## config.mk

```make
export PLATFORM = sky130hd
export DESIGN_NAME = mem_alert_logger
export DESIGN_NICKNAME = d
export VERILOG_FILES = /design/src/rtl/mem_alert_logger.sv
export SDC_FILE = /design/constraint.sdc
export NUM_CORES = 1
export LEC_CHECK = 0
export BUFFER_PORTS_ARGS = -buffer_cell sky130_fd_sc_hd__buf_4
export CORE_MARGIN = 5
export CORE_UTILIZATION = 55
export DETAILED_ROUTE_END_ITERATION = 7
export PLACE_DENSITY = 0.78
export SLEW_MARGIN = 30
export SYNTH_ARGS = -nofsm -noshare
export SYNTH_HDL_FRONTEND = slang
export SYNTH_SLANG_ARGS = --single-unit
export TNS_END_PERCENT = 5
```

## constraint.sdc

```tcl
create_clock -name clk -period 8.7 [get_ports clk]
set_clock_uncertainty 0.1 [all_clocks]
set_input_delay 0.435 -clock clk [delete_from_list [all_inputs] [get_ports clk]]
set_output_delay 0.435 -clock clk [all_outputs]
set_load 0.02 [all_outputs]
```

## src/rtl/mem_alert_logger.sv

```systemverilog
// mem_alert_logger: alert record FIFO with per-module saturating counters, sticky locks, irq and a Wishbone drain port
module mem_alert_logger #(
  parameter int DEPTH = 8,
  parameter int CNT_W = 8,
  parameter int THRESH_DEFAULT = 4
) (
  input  logic        clk,
  input  logic        rst,
  input  logic        alert_valid,
  input  logic [1:0]  alert_module_id,
  input  logic [3:0]  alert_addr,
  input  logic [3:0]  alert_data,
  input  logic        wbs_cyc_i,
  input  logic        wbs_stb_i,
  input  logic        wbs_we_i,
  input  logic [31:0] wbs_adr_i,
  input  logic [31:0] wbs_dat_i,
  output logic        wbs_ack_o,
  output logic [31:0] wbs_dat_o,
  output logic        irq,
  output logic [3:0]  module_lock
);
  localparam int AW = $clog2(DEPTH);
  logic [9:0] mem [DEPTH];
  logic [AW-1:0] wr_ptr, rd_ptr;
  logic [AW:0] level;
  logic overflow, irq_en;
  logic [7:0] threshold;
  logic [CNT_W-1:0] cnt [4];
  logic [CNT_W-1:0] cnt_inc;
  logic [1:0] sel;
  logic empty, full, req, rd, wr, pop, push, flush, clr_cnt, clr_ovf, lock_hit;
  logic [31:0] status, counts, rdata;
  logic unused;
  assign unused = ^{wbs_adr_i[31:4], wbs_adr_i[1:0], wbs_dat_i[31:19], wbs_dat_i[15:9]};
  assign sel = wbs_adr_i[3:2];
  assign empty = level == '0;
  assign full = level == (AW+1)'(DEPTH);
  assign req = wbs_cyc_i & wbs_stb_i & !wbs_ack_o;
  assign rd = req & !wbs_we_i;
  assign wr = req & wbs_we_i & (sel == 2'd3);
  assign pop = rd & (sel == 2'd1) & !empty;
  assign flush = wr & wbs_dat_i[18];
  assign clr_ovf = wr & wbs_dat_i[17];
  assign clr_cnt = wr & wbs_dat_i[16];
  assign push = alert_valid & (!full | pop) & !flush;
  assign cnt_inc = cnt[alert_module_id] + CNT_W'(cnt[alert_module_id] != '1);
  assign lock_hit = (threshold != 8'd0) && (32'(cnt_inc) >= 32'(threshold));
  assign irq = irq_en & (!empty | overflow);
  always_comb begin
    counts = '0;
    for (int i = 0; i < 4; i++) counts[8*i +: 8] = 8'(cnt[i]);
    status = {12'd0, module_lock, 5'd0, overflow, full, empty, 3'd0, 5'(level)};
    rdata = sel == 2'd0 ? status :
            sel == 2'd1 ? (empty ? 32'd0 : {1'b1, 21'd0, mem[rd_ptr]}) :
            sel == 2'd2 ? counts : {23'd0, irq_en, threshold};
  end
  always_ff @(posedge clk) if (push) mem[wr_ptr] <= {alert_data, alert_addr, alert_module_id};
  always_ff @(posedge clk) begin
    if (rst) begin
      wr_ptr <= '0;
      rd_ptr <= '0;
      level <= '0;
      overflow <= 1'b0;
    end else begin
      overflow <= !clr_ovf & (overflow | (alert_valid & full & !pop & !flush));
      if (flush) begin
        wr_ptr <= '0;
        rd_ptr <= '0;
        level <= '0;
      end else begin
        if (push) wr_ptr <= wr_ptr + AW'(1);
        if (pop) rd_ptr <= rd_ptr + AW'(1);
        level <= level + (AW+1)'(push) - (AW+1)'(pop);
      end
    end
  end
  always_ff @(posedge clk) begin
    if (rst) begin
      for (int i = 0; i < 4; i++) cnt[i] <= '0;
      module_lock <= '0;
      threshold <= 8'(THRESH_DEFAULT);
      irq_en <= 1'b0;
      wbs_ack_o <= 1'b0;
      wbs_dat_o <= '0;
    end else begin
      wbs_ack_o <= req;
      wbs_dat_o <= rd ? rdata : '0;
      if (wr) begin
        threshold <= wbs_dat_i[7:0];
        irq_en <= wbs_dat_i[8];
      end
      if (clr_cnt) begin
        for (int i = 0; i < 4; i++) cnt[i] <= '0;
        module_lock <= '0;
      end else if (alert_valid) begin
        cnt[alert_module_id] <= cnt_inc;
        if (lock_hit) module_lock[alert_module_id] <= 1'b1;
      end
    end
  end
endmodule
```

==> results of run 1 <==
==> layer usage <==
layer / share of wire, % / wire [microns]
met1: 39 / 5770
met5: 0 / 0
met2: 54 / 8050
met4: 2.0 / 294
met3: 5.1 / 757
==> layout make-up <==
cell class | count | area [sq um]
inverter | 25 | 93.8
sequential | 172 | 4570
clock inverter | 7 | 67.6
clock buffer | 25 | 475
multi-input combinational | 285 | 2440
fill | 890 | 4270
timing repair buffer | 73 | 548
tap | 172 | 215
==> cell families (layout without fill, tap and decap cells) <==
family,after synthesis,after routing
flops,172,172
simple gates,153,153
mux,57,57
compound gates,44,44
xor+xnor,11,11
buf+inv,47,130
fa+ha+maj,20,20
==> state kept, by name (all words and copies together), names as in the netlist, named ones only <==
| register | flops |
|---|---|
| cnt | 32 |
| module_lock | 4 |
| level | 4 |
| threshold | 8 |
| mem | 80 |
| overflow | 1 |
| wr_ptr | 3 |
| irq_en | 1 |
| wbs_dat_o | 32 |
| rd_ptr | 3 |
| wbs_ack_o | 1 |
==> through the flow <==
| step | total power [mW] | hold WS [ps] | setup slack [ps] | area, sq um |
|---|---|---|---|---|
| after floorplan | 1.08 | 338 | 5180 | 7150 |
| after detailed placement | 1.15 | 370 | 4550 | 7850 |
| final | 1.83 | 99.6 | 4910 | 8410 |
| after CTS | 1.84 | 85.0 | 4910 | 8390 |
| after global placement | 1.14 | 347 | 4630 | 7840 |
| after global routing | 1.90 | 89.9 | 4690 | 8410 |
==> Yosys cell counts (4+ instances only) <==
master,count
a21oi_1,11
and2_1,17
buf_1,4
buf_2,6
clkbuf_1,10
dfxtp_1,60
edfxtp_1,112
ha_1,19
inv_1,24
mux2_2,4
mux2i_1,25
mux4_2,27
nand2_1,28
nand3_1,5
nor2_1,63
nor3_1,9
nor4_1,5
o21ai_0,10
o2bb2ai_1,4
o311a_1,5
xnor2_1,4
xor2_1,4
==> where the power goes <==
group / internal [mW] / switching [mW]
Sequential: 0.911 / 0.0249
Clock: 0.407 / 0.283
Combinational: 0.0842 / 0.117
==> worst max-delay path by stage <==
stage                            start              to  slack [ps]  depth (start not counted)
global route                 cnt[1][1]  module_lock[2]        4690                         14
finish                       cnt[1][1]  module_lock[2]        4910                         14
global placement    alert_module_id[0]  module_lock[3]        4630                         15
CTS                          cnt[0][5]  module_lock[3]        4910                         14
detailed placement  alert_module_id[0]  module_lock[3]        4550                         15
floorplan           alert_module_id[0]  module_lock[0]        5180                         15
==> worst reg2reg max path, stage by stage (launching register included) <==
cell and delay (ps):
edfxtp_1 420, mux4_1 600, nand4_1 110, or3_1 130, ha_1 150, ha_1 190, nand2_1 60, nor2_1 160
xnor2_2 180, inv_1 80, ha_1 290, a21o_1 190, a221o_1 360, a22oi_1 450, o21ai_0 190
==> results.md, run 1 <==
- Initial antenna violation count: 0
- Crit path largest cell delay: 600 ps
- CP startpoint kind: register
- Commonest non-fill, non-tap cells in the layout: 112 x edfxtp_1, 73 x buf_4, 62 x nor2_1
- Critical Path Fanout Max: 5
- Count of final setup violators: 0
- Max-cap violations: 0
- Origin of the worst min-delay path: wbs_dat_i[17]
- Hold Path Stages: 2
- Post-synth EDFFs: 112
- Detailed-route DRC error count: 0
- Syn_area_per_cell: 14.2 sq um
- Synth Area in Simple Gates: 10.7%
- Die height: 124 microns
- Share of layout cells above drive strength 1: 25.9%
- Port buffer count: 67
- RR Endpoint: module_lock[2]
- Clock sinks: 172
- N_diodes: 0
- Mux contribution to synthesized area: 13.0%
- WP data arrival: 3970 ps
- Worst Tran Pin Value: 973 ps
- Final worst-path cycle share: 43.5%
- Setup bufs post-CTS: 0
- Critical Path RT: 8880 ps
- M3 GR Usage: 6.40%
- Worst r2r src: cnt[1][1]
- CP bufs+invs: 1
- CTS buffer count: 17
- Peak VDD IR: 0.217 mV
- Most common cell on crit path: ha_1
- Gpl congestion: 0.861
- Slowest cell on crit path: mux4_1
- Status: complete, no violations
- Routed vias/inst: 5.65
- GRT Total Usage: 21.2%
- Min cycle time layout: 3790 ps
- Crit path cell chain: mux4_1 -> nand4_1 -> or3_1 -> ha_1 -> ha_1 -> nand2_1 -> nor2_1 -> xnor2_2 -> inv_1 -> ha_1 -> a21o_1 -> a221o_1 -> a22oi_1 -> o21ai_0
- Placed instance count: 727
- CTS clk-pin slew, worst paths: 60 ps
- Hold Buf Count CTS: 0
- Setup TNS: 0 ps
- Fin cells: 759
- Ys async rst share: 0%
- Clk_lat worst skew: 420 ps
- Post-synthesis adder-cell area fraction: 3.60%
- Top Usage Layer GRT: met2
- Synth Area in XOR/XNOR: 1.66%
- Max-slew headroom: 34.8%
- Hold path endpoint: overflow
- Synth top area cells: edfxtp_1 47%, dfxtp_1 17%, mux4_2 8.5%
- FMAX: 264 MHz
- Worst Path Class, Setup: register to register
- PostCTS Resize Cnt: 0
- Final Hold Fails: 0
- Nature of the critical path endpoint: register
- Area Growth Syn to Fin: 17.5%
- Compound-Gate Fraction of Synth Area: 4.48%
- Syn nets: 604
- Final nets: 674
- Met2 Use GR: 36.8%
- FF-to-FF path depth: 14
- Die X: 124 microns
- Number of distinct library cells after synthesis: 55
- Starting DRT DRC Count: 324
- Worst min-delay path class: input port to register
- GRT overflow: 0
- Final Routed Wirelength: 14,900 microns
- Commonest non-fill, non-tap cell in the layout: edfxtp_1
- Die area: 15,400 sq um
- Main combinational cell family by area after synthesis: multiplexers
- Seq cells post-synth: 172
- Row count: 41
- Pre-antenna DRT Iters: 5
- Count of pins over their slew limit: 0
- Mapped Area: 7150 sq um
- Antenna viol nets, final: 0
- CTS Root Cell: clkbuf_16
- RSZ-0062 raised after global routing: no
- Synth top area share: 47.0%
- # IOs: 118
- Static leakage: 3.11 nW
- Largest net degree at the start of global routing: 28
- Top delay family on crit path: compound AO/OA/AOI/OAI gates
- Wire length per cell: 19.6 microns
- R2r setup slk: 4910 ps
- H-tree depth: 4
- Clock Tree Buf Depth: 2
- Core footprint: 12,700 sq um
- Starting Density: 56.5%
- Ys flop type: edfxtp_1
- First-pass GRT wire length: 23,500 microns
- Met1 usage: 25.2%
- Warnings, synthesis: 0
- Post-DP HPWL: 10,400 microns
- CTS tree: yes
- Final core occ: 66.3%
- Synthesized instance count: 504
- Vias in the first global route: 4,444
- Synth area leader: edfxtp_1
- Cell area power density: 217 nW/um^2
- Register area share after synthesis: 63.8%
- Vias after detailed routing: 4,287
(Power assumes the default switching activity.)
==> run 2: changes to the inputs <==
ABC_AREA = 1   (was default)
clock period = 3.5 ns   (was 8.7 ns; I/O delays follow)
==> run 2 against run 1 <==
Net effect: worst hold slack got worse by 72 ps; non-clock buffer count rose by 35; worst setup slack got worse by 4500 ps; maximum frequency rose by 23%; sequential share of layout area is 3.2 points lower; global-route usage is 1.6 points higher; cell count increased by 39%; clock-buffer cell count rose by 1.
==> results.md, run 2 <==
- Crit path cell chain: nand2_1 -> nand2_1 -> nand2_1 -> nand2_1 -> nand2_1 -> nor2_1 -> nand2_1 -> ha_1 -> ha_1 -> or2_2 -> nand2_1 -> inv_1 -> ha_1 -> nand2_1 -> nor2_1 -> nor2_1 -> nand2_1 -> nand2_1 -> nand2_1 -> nand3_1 -> a21oi_1
- Worst Tran Pin Value: 637 ps (-335 ps)
- First-pass GRT wire length: 28,600 microns (+22%)
- Critical Path RT: 3760 ps (-5120 ps)
- Syn nets: 861 (+43%)
- Max-slew headroom: 57.4% (+23 points)
- Hold path endpoint: module_lock[1]
- Port buffer count: 67 (unchanged)
- Routed wl met2: 8400 microns (+4.3%)
- CTS clk-pin slew, worst paths: 60 ps (about the same)
- Synth Area in Simple Gates: 18.2% (+7.5 points)
- Hold Buf Count CTS: 20 (+20)
- GRT overflow: 0 (unchanged)
- Ys async rst share: 0% (unchanged)
- Wire length per cell: 16.9 microns (-14%)
- Final worst-path cycle share: 87.7% (+44 points)
- Sequential Area: 4570 sq um (unchanged)
- Post-DP HPWL: 12,000 microns (+15%)
- Multi-input logic area: 2420 sq um (-0.82%)
- Clk_lat worst skew: 430 ps (about the same)
- Compound-Gate Fraction of Synth Area: 10.1% (+5.6 points)
- Top Layer Used: met4
- FF-to-FF path depth: 21 (+7)
- Synthesized instance count: 761 (+51%)
- Initial antenna violation count: 0 (unchanged)
- # IOs: 118 (unchanged)
- Mapped Area: 7440 sq um (+4.0%)
- Post-synthesis adder-cell area fraction: 3.47% (-0.14 points)
- Mux contribution to synthesized area: 0% (-13 points)
- Commonest non-fill, non-tap cells in the layout: 142 x nor2_1, 120 x nand2_1, 112 x edfxtp_1
- Detailed-route DRC error count: 0 (unchanged)
- Syn_area_per_cell: 9.77 sq um (-31%)
- Starting Density: 56.2% (-0.30 points)
- Commonest non-fill, non-tap cell in the layout: nor2_1
- Setup TNS: 0 ps (unchanged)
- Synth top area cells: edfxtp_1 45%, dfxtp_1 16%, nor2_1 7.2%
- Min cycle time layout: 3070 ps (-718 ps)
- Area Growth Syn to Fin: 20.2%
- Status: complete, no violations
- Main combinational cell family by area after synthesis: simple AND/OR/NAND/NOR gates
- CP Depth: 21 (+7)
- Register area share after synthesis: 61.4% (-2.4 points)
- CTS tree: yes
- Final Routed Wirelength: 17,800 microns (+20%)
- Wl on met1: 7580 microns (+31%)
- Slowest cell on crit path: edfxtp_1
- Metal3 WL: 1410 microns (+86%)
- Vias after detailed routing: 5,750 (+34%)
- Seq cells post-synth: 172 (unchanged)
- Clock Tree Buf Depth: 2 (unchanged)
- Warnings, synthesis: 0 (unchanged)
- WP data arrival: 3320 ps (-650 ps)
- RSZ-0062 raised after global routing: no
- Top delay family on crit path: simple AND/OR/NAND/NOR gates
- Top Registers: mem: 80 flops, cnt: 32 flops, wbs_dat_o: 32 flops
- Setup bufs post-CTS: 0 (unchanged)
- Synth Area in XOR/XNOR: 0.791% (-0.87 points)
- Vias in the first global route: 5,710 (+28%)
- Worst Path Class, Setup: register to register
- Synth top area share: 45.2% (-1.8 points)
- Worst r2r src: cnt[2][3]
- Synth area leader: edfxtp_1
- Antenna viol nets, final: 0 (unchanged)
- GRT Total Usage: 22.8% (+1.6 points)
- Share of layout cells above drive strength 1: 16.0% (-9.9 points)
- Ys flop type: edfxtp_1
- CP bufs+invs: 1 (unchanged)
- Gpl congestion: 0.888 (+3.1%)
- Die height: 126 microns (+1.8%)
- R2r setup slk: 430 ps (-4480 ps)
- Largest register FFs: 80 (unchanged)
- N_diodes: 0 (unchanged)
- Most frequent cell after synthesis: nor2_1
- Top reg by flops: mem
- Fillcell total: 1,023 (+15%)
- Number of distinct library cells after synthesis: 34 (-38%)
- Die X: 126 microns (+1.8%)
- Largest net degree at the start of global routing: 42 (+50%)
- Static leakage: 3.68 nW (+18%)
- Max-cap violations: 0 (unchanged)
- Origin of the worst min-delay path: wbs_dat_i[16]
- Final Hold Fails: 0 (unchanged)
- Routed vias/inst: 5.47 (-3.2%)
- Clock sinks: 172 (unchanged)
- Cell area power density: 519 nW/um^2 (+140%)
- Most common cell on crit path: nand2_1
- Crit path largest cell delay: 390 ps (-210 ps)
- H-tree depth: 4 (unchanged)
- Count of pins over their slew limit: 0 (unchanged)
- Post-synth EDFFs: 112 (unchanged)
- Hold Path Stages: 4 (+2)
- Starting DRT DRC Count: 601 (+85%)
- Core footprint: 13,200 sq um (+4.5%)
- CTS buffer count: 17 (unchanged)
- Nature of the critical path endpoint: register
- Count of final setup violators: 0 (unchanged)
- CTS Root Cell: clkbuf_16
- Peak VDD IR: 0.373 mV (+72%)
- FMAX: 326 MHz (+23%)
- Pre-antenna DRT Iters: 5 (unchanged)
- Critical Path Fanout Max: 4 (-1)
- RR Endpoint: module_lock[0]
- Final nets: 963 (+43%)
- Row count: 42 (+2.4%)
- Die area: 15,900 sq um (+3.6%)
- Hold Slack: 27.4 ps (-72.2 ps)
- PostCTS Resize Cnt: 0 (unchanged)
- CP startpoint kind: register
- Post-synth top cells: 142 x nor2_1, 120 x nand2_1, 112 x edfxtp_1, 78 x inv_1, 75 x o21ai_0
- Worst min-delay path class: input port to register
## run 2: where the power goes
| part | internal, mW | switching [mW] |
|---|---|---|
| clock | 1.04 | 0.733 |
| sequential | 2.26 | 0.0456 |
| combinational | 0.204 | 0.357 |
## run 2: logic make-up after synthesis
group | after synthesis
xor+xnor | 5
flops | 172
buf+inv | 107
simple gates | 322
compound gates | 135
fa+ha+maj | 20
## run 2: how the worst max path moves through the flow
| stage | from | to | slack, ps |
|---|---|---|---|
| 2_1_floorplan | alert_module_id[0] | module_lock[0] | 660 |
| 3_3_place_gp | alert_module_id[0] | module_lock[3] | 220 |
| 3_5_place_dp | alert_module_id[0] | module_lock[3] | 120 |
| 4_1_cts | cnt[2][3] | module_lock[0] | 470 |
| 5_1_grt | alert_module_id[0] | module_lock[0] | 110 |
| 6_report | cnt[2][3] | module_lock[0] | 430 |
## run 2: final cells by class
type                            count  area share [%]
Clock buffer                       26            5.94
Multi-Input combinational cell    482            27.1
Timing Repair Buffer              108            9.63
Sequential cell                   172            51.1
Inverter                           82            3.44
Clock inverter                      6           0.378
Tap cell                          176            2.46
## run 2: metrics by stage
step | setup slack (ps) | util, % | total power, mW | area, sq um | instances
3_5_place_dp | 124 | 61.7 | 2.88 | 8170 | 1000
3_3_place_gp | 217 | 61.7 | 2.85 | 8170 | 1000
6_report | 432 | 67.5 | 4.64 | 8940 | 1052
4_1_cts | 465 | 67.5 | 4.65 | 8940 | 1052
2_1_floorplan | 660 | - | 2.68 | 7440 | 761
5_1_grt | 108 | 67.5 | 4.82 | 8940 | 1052
## run 2: worst min-delay path, stage by stage
cell	delay, ps
buf_4	70
nand2_1	50
nand2_1	150
a21oi_1	60
## run 2: per-layer routing
layer | GRT usage (%) | vias up
met1 | 30.4 | 2716
met2 | 36.2 | 244
met4 | 8.64 | 0
met5 | 0 | -
li1 | - | 2751
met3 | 5.72 | 39
==> run 3: changes to the inputs <==
REMOVE_ABC_BUFFERS = 1   (was default)
clock period = 3.85 ns   (was 3.5 ns; I/O delays follow)
==> run 3 against run 2 <==
Net effect: non-clock buffer count down 6; sequential power down 9.1%; clock-buffer cell count down 5; sequential share of layout area up 0.057 points; register-to-register slack better by 380 ps; first-iteration DRC count up 3.8%; cell area down 0.11%; combinational power down 11%; cell count down 0.57%; critical endpoint is now module_lock[1]; largest cell class unchanged.
==> results.md, run 3 (synthesis gave the netlist of run 2 again) <==
- Gpl congestion: 0.897 (+1.0%)
- Die area: 15,900 sq um (unchanged)
- Die X: 126 microns (unchanged)
- Sw Share: 24.8% (+0.38 points)
- Count of pins over their slew limit: 0 (unchanged)
- Internal: 3.22 mW (-8.0%)
- Detailed-route DRC error count: 0 (unchanged)
- Core footprint: 13,200 sq um (unchanged)
- Max-cap violations: 0 (unchanged)
- Antenna viol nets, final: 0 (unchanged)
- Worst Tran Pin Value: 711 ps (+73.3 ps)
- Post-DP HPWL: 11,800 microns (-0.99%)
- Post-place setup slack: 414 ps (+291 ps)
- Worst Path Class, Setup: input port to register
- Nature of the critical path endpoint: register
- Commonest non-fill, non-tap cells in the layout: 141 x nor2_1, 120 x nand2_1, 112 x edfxtp_1
- First-pass GRT wire length: 28,000 microns (-2.2%)
- # IOs: 118 (unchanged)
- Row count: 42 (unchanged)
- Area after DPL: 8140 sq um (-0.43%)
- Setup TNS: 0 ps (unchanged)
- FMAX: 279 MHz
- Multi-input logic area: 2420 sq um (+0.10%)
- Critical Path RT: 4100 ps (+340 ps)
- Largest register FFs: 80 (unchanged)
- Area Growth Syn to Fin: 20.1%
- Clock power frac: 39.5% (+1.3 points)
- Max-slew headroom: 52.6% (-4.9 points)
- Min cycle time layout: 3580 ps
- Final core occ: 67.4% (-0.076 points)
- Vias after detailed routing: 5,699 (-0.89%)
- Static leakage: 3.65 nW (-0.78%)
- CTS clk-pin slew, worst paths: 70 ps (about the same)
- Share of layout cells above drive strength 1: 16.0% (about the same)
- Comb pwr share: 11.6% (-0.5 points)
- Top reg by flops: mem
- Clock Tree Buf Depth: 2 (unchanged)
- Die height: 126 microns (unchanged)
- Psw: 1.07 mW (-6.1%)
- Final Hold Fails: 0 (unchanged)
- Status: complete, no violations
- Sequential Area: 4570 sq um (unchanged)
- Final worst slack: 268 ps (-164 ps)
- Count of final setup violators: 0 (unchanged)
- Fillcell total: 1,016 (-0.68%)
- Worst min-delay path class: input port to register
- Critical Path Fanout Max: 13 (+9)
- GRT overflow: 0 (unchanged)
- Top Registers: mem: 80 flops, cnt: 32 flops, wbs_dat_o: 32 flops
- Pre-antenna DRT Iters: 5 (unchanged)
- Largest net degree at the start of global routing: 43 (+2.4%)
- CTS buffer count: 17 (unchanged)
- Starting DRT DRC Count: 624 (+3.8%)
- Final worst-path cycle share: 93.0%
- Clk_lat worst skew: 420 ps (about the same)
- Final Routed Wirelength: 17,400 microns (-2.5%)
- Peak VDD IR: 0.298 mV (-20%)
- RSZ-0062 raised after global routing: no
- Final nets: 957 (-0.62%)
- Vias in the first global route: 5,717 (+0.12%)
- Port buffer count: 67 (unchanged)
- Sequential power share: 48.9% (-0.8 points)
- GRT Total Usage: 22.1% (-0.65 points)
- CTS tree: yes
- Clock sinks: 172 (unchanged)
- WP data arrival: 3840 ps (+520 ps)
- Starting Density: 56.2% (unchanged)
- Cell area power density: 480 nW/um^2 (-7.4%)
- CTS Root Cell: clkbuf_16
- Final Instance Area: 8930 sq um (-0.11%)
- Commonest non-fill, non-tap cell in the layout: nor2_1
- H-tree depth: 4 (unchanged)
- Wire length per cell: 16.6 microns (-1.9%)
- Initial antenna violation count: 0 (unchanged)
- N_diodes: 0 (unchanged)
- CP startpoint kind: input port
- Routed vias/inst: 5.45 (-0.32%)
run 3: final cells by class:
| cell class | count | share of cell area, % |
|---|---|---|
| clock buffer | 21 | 5.52 |
| inverter | 82 | 3.49 |
| sequential | 172 | 51.1 |
| multi-input combinational | 482 | 27.1 |
| clock inverter | 11 | 1.15 |
| tap | 176 | 2.47 |
| timing repair buffer | 102 | 9.11 |
run 3: through the flow:
step	total power, mW	instances	hold WS (ps)
CTS	4.30	1046	23.2
finish	4.29	1046	39.5
detailed placement	2.61	995	287
global route	4.46	1046	56.6
floorplan	2.42	736	164
global placement	2.58	995	288
run 3: power groups by stage:
stage / Combinational [mW] / Sequential [mW] / Clock (mW)
global route: 0.561 / 2.10 / 1.80
floorplan: 0.292 / 2.13 / 0
global placement: 0.449 / 2.13 / 0
finish: 0.498 / 2.10 / 1.70
detailed placement: 0.476 / 2.14 / 0
CTS: 0.496 / 2.10 / 1.71
run 3: repair_timing:
item	in CTS	in global routing
buffers inserted	0	0
hold buffers	19	0
endpoints found under the setup margin	0	2
gates resized for setup	0	1
endpoints found under the hold margin	80	0
run 3: per-layer routing:
| layer | GRT usage [%] | up-vias | part of all wire [%] |
|---|---|---|---|
| met5 | 0 | - | 0 |
| li1 | - | 2742 | - |
| met3 | 4.61 | 34 | 6.2 |
| met1 | 28.6 | 2689 | 41 |
| met4 | 9.15 | 0 | 2.7 |
| met2 | 36.6 | 234 | 50 |
run 3: final timing paths:
kind,startpoint,endpoint,slack (ps),cells past startpoint
max,alert_module_id[1],module_lock[1],270,25
min,wbs_dat_i[4],threshold[4],40,3
max reg2reg,cnt[0][4],module_lock[1],810,20
min reg2reg,module_lock[0],module_lock[0],380,2
run 3: critical path, cell delays in order:
cell,delay [ps]
dlygate4sd3_1,540
buf_4,190
clkinvlp_4,200
buf_4,210
nor2_8,100
nand2_1,60
nand2_1,80
nor2_2,60
inv_1,70
nand3_1,80
nor2_1,100
nand2_1,90
ha_1,190
ha_1,230
or2_2,310
nand2_1,110
inv_1,60
ha_1,260
nand2_1,60
o21bai_1,160
nand2_1,70
nand2_1,50
nand2_1,120
nand3_1,90
a21oi_1,150
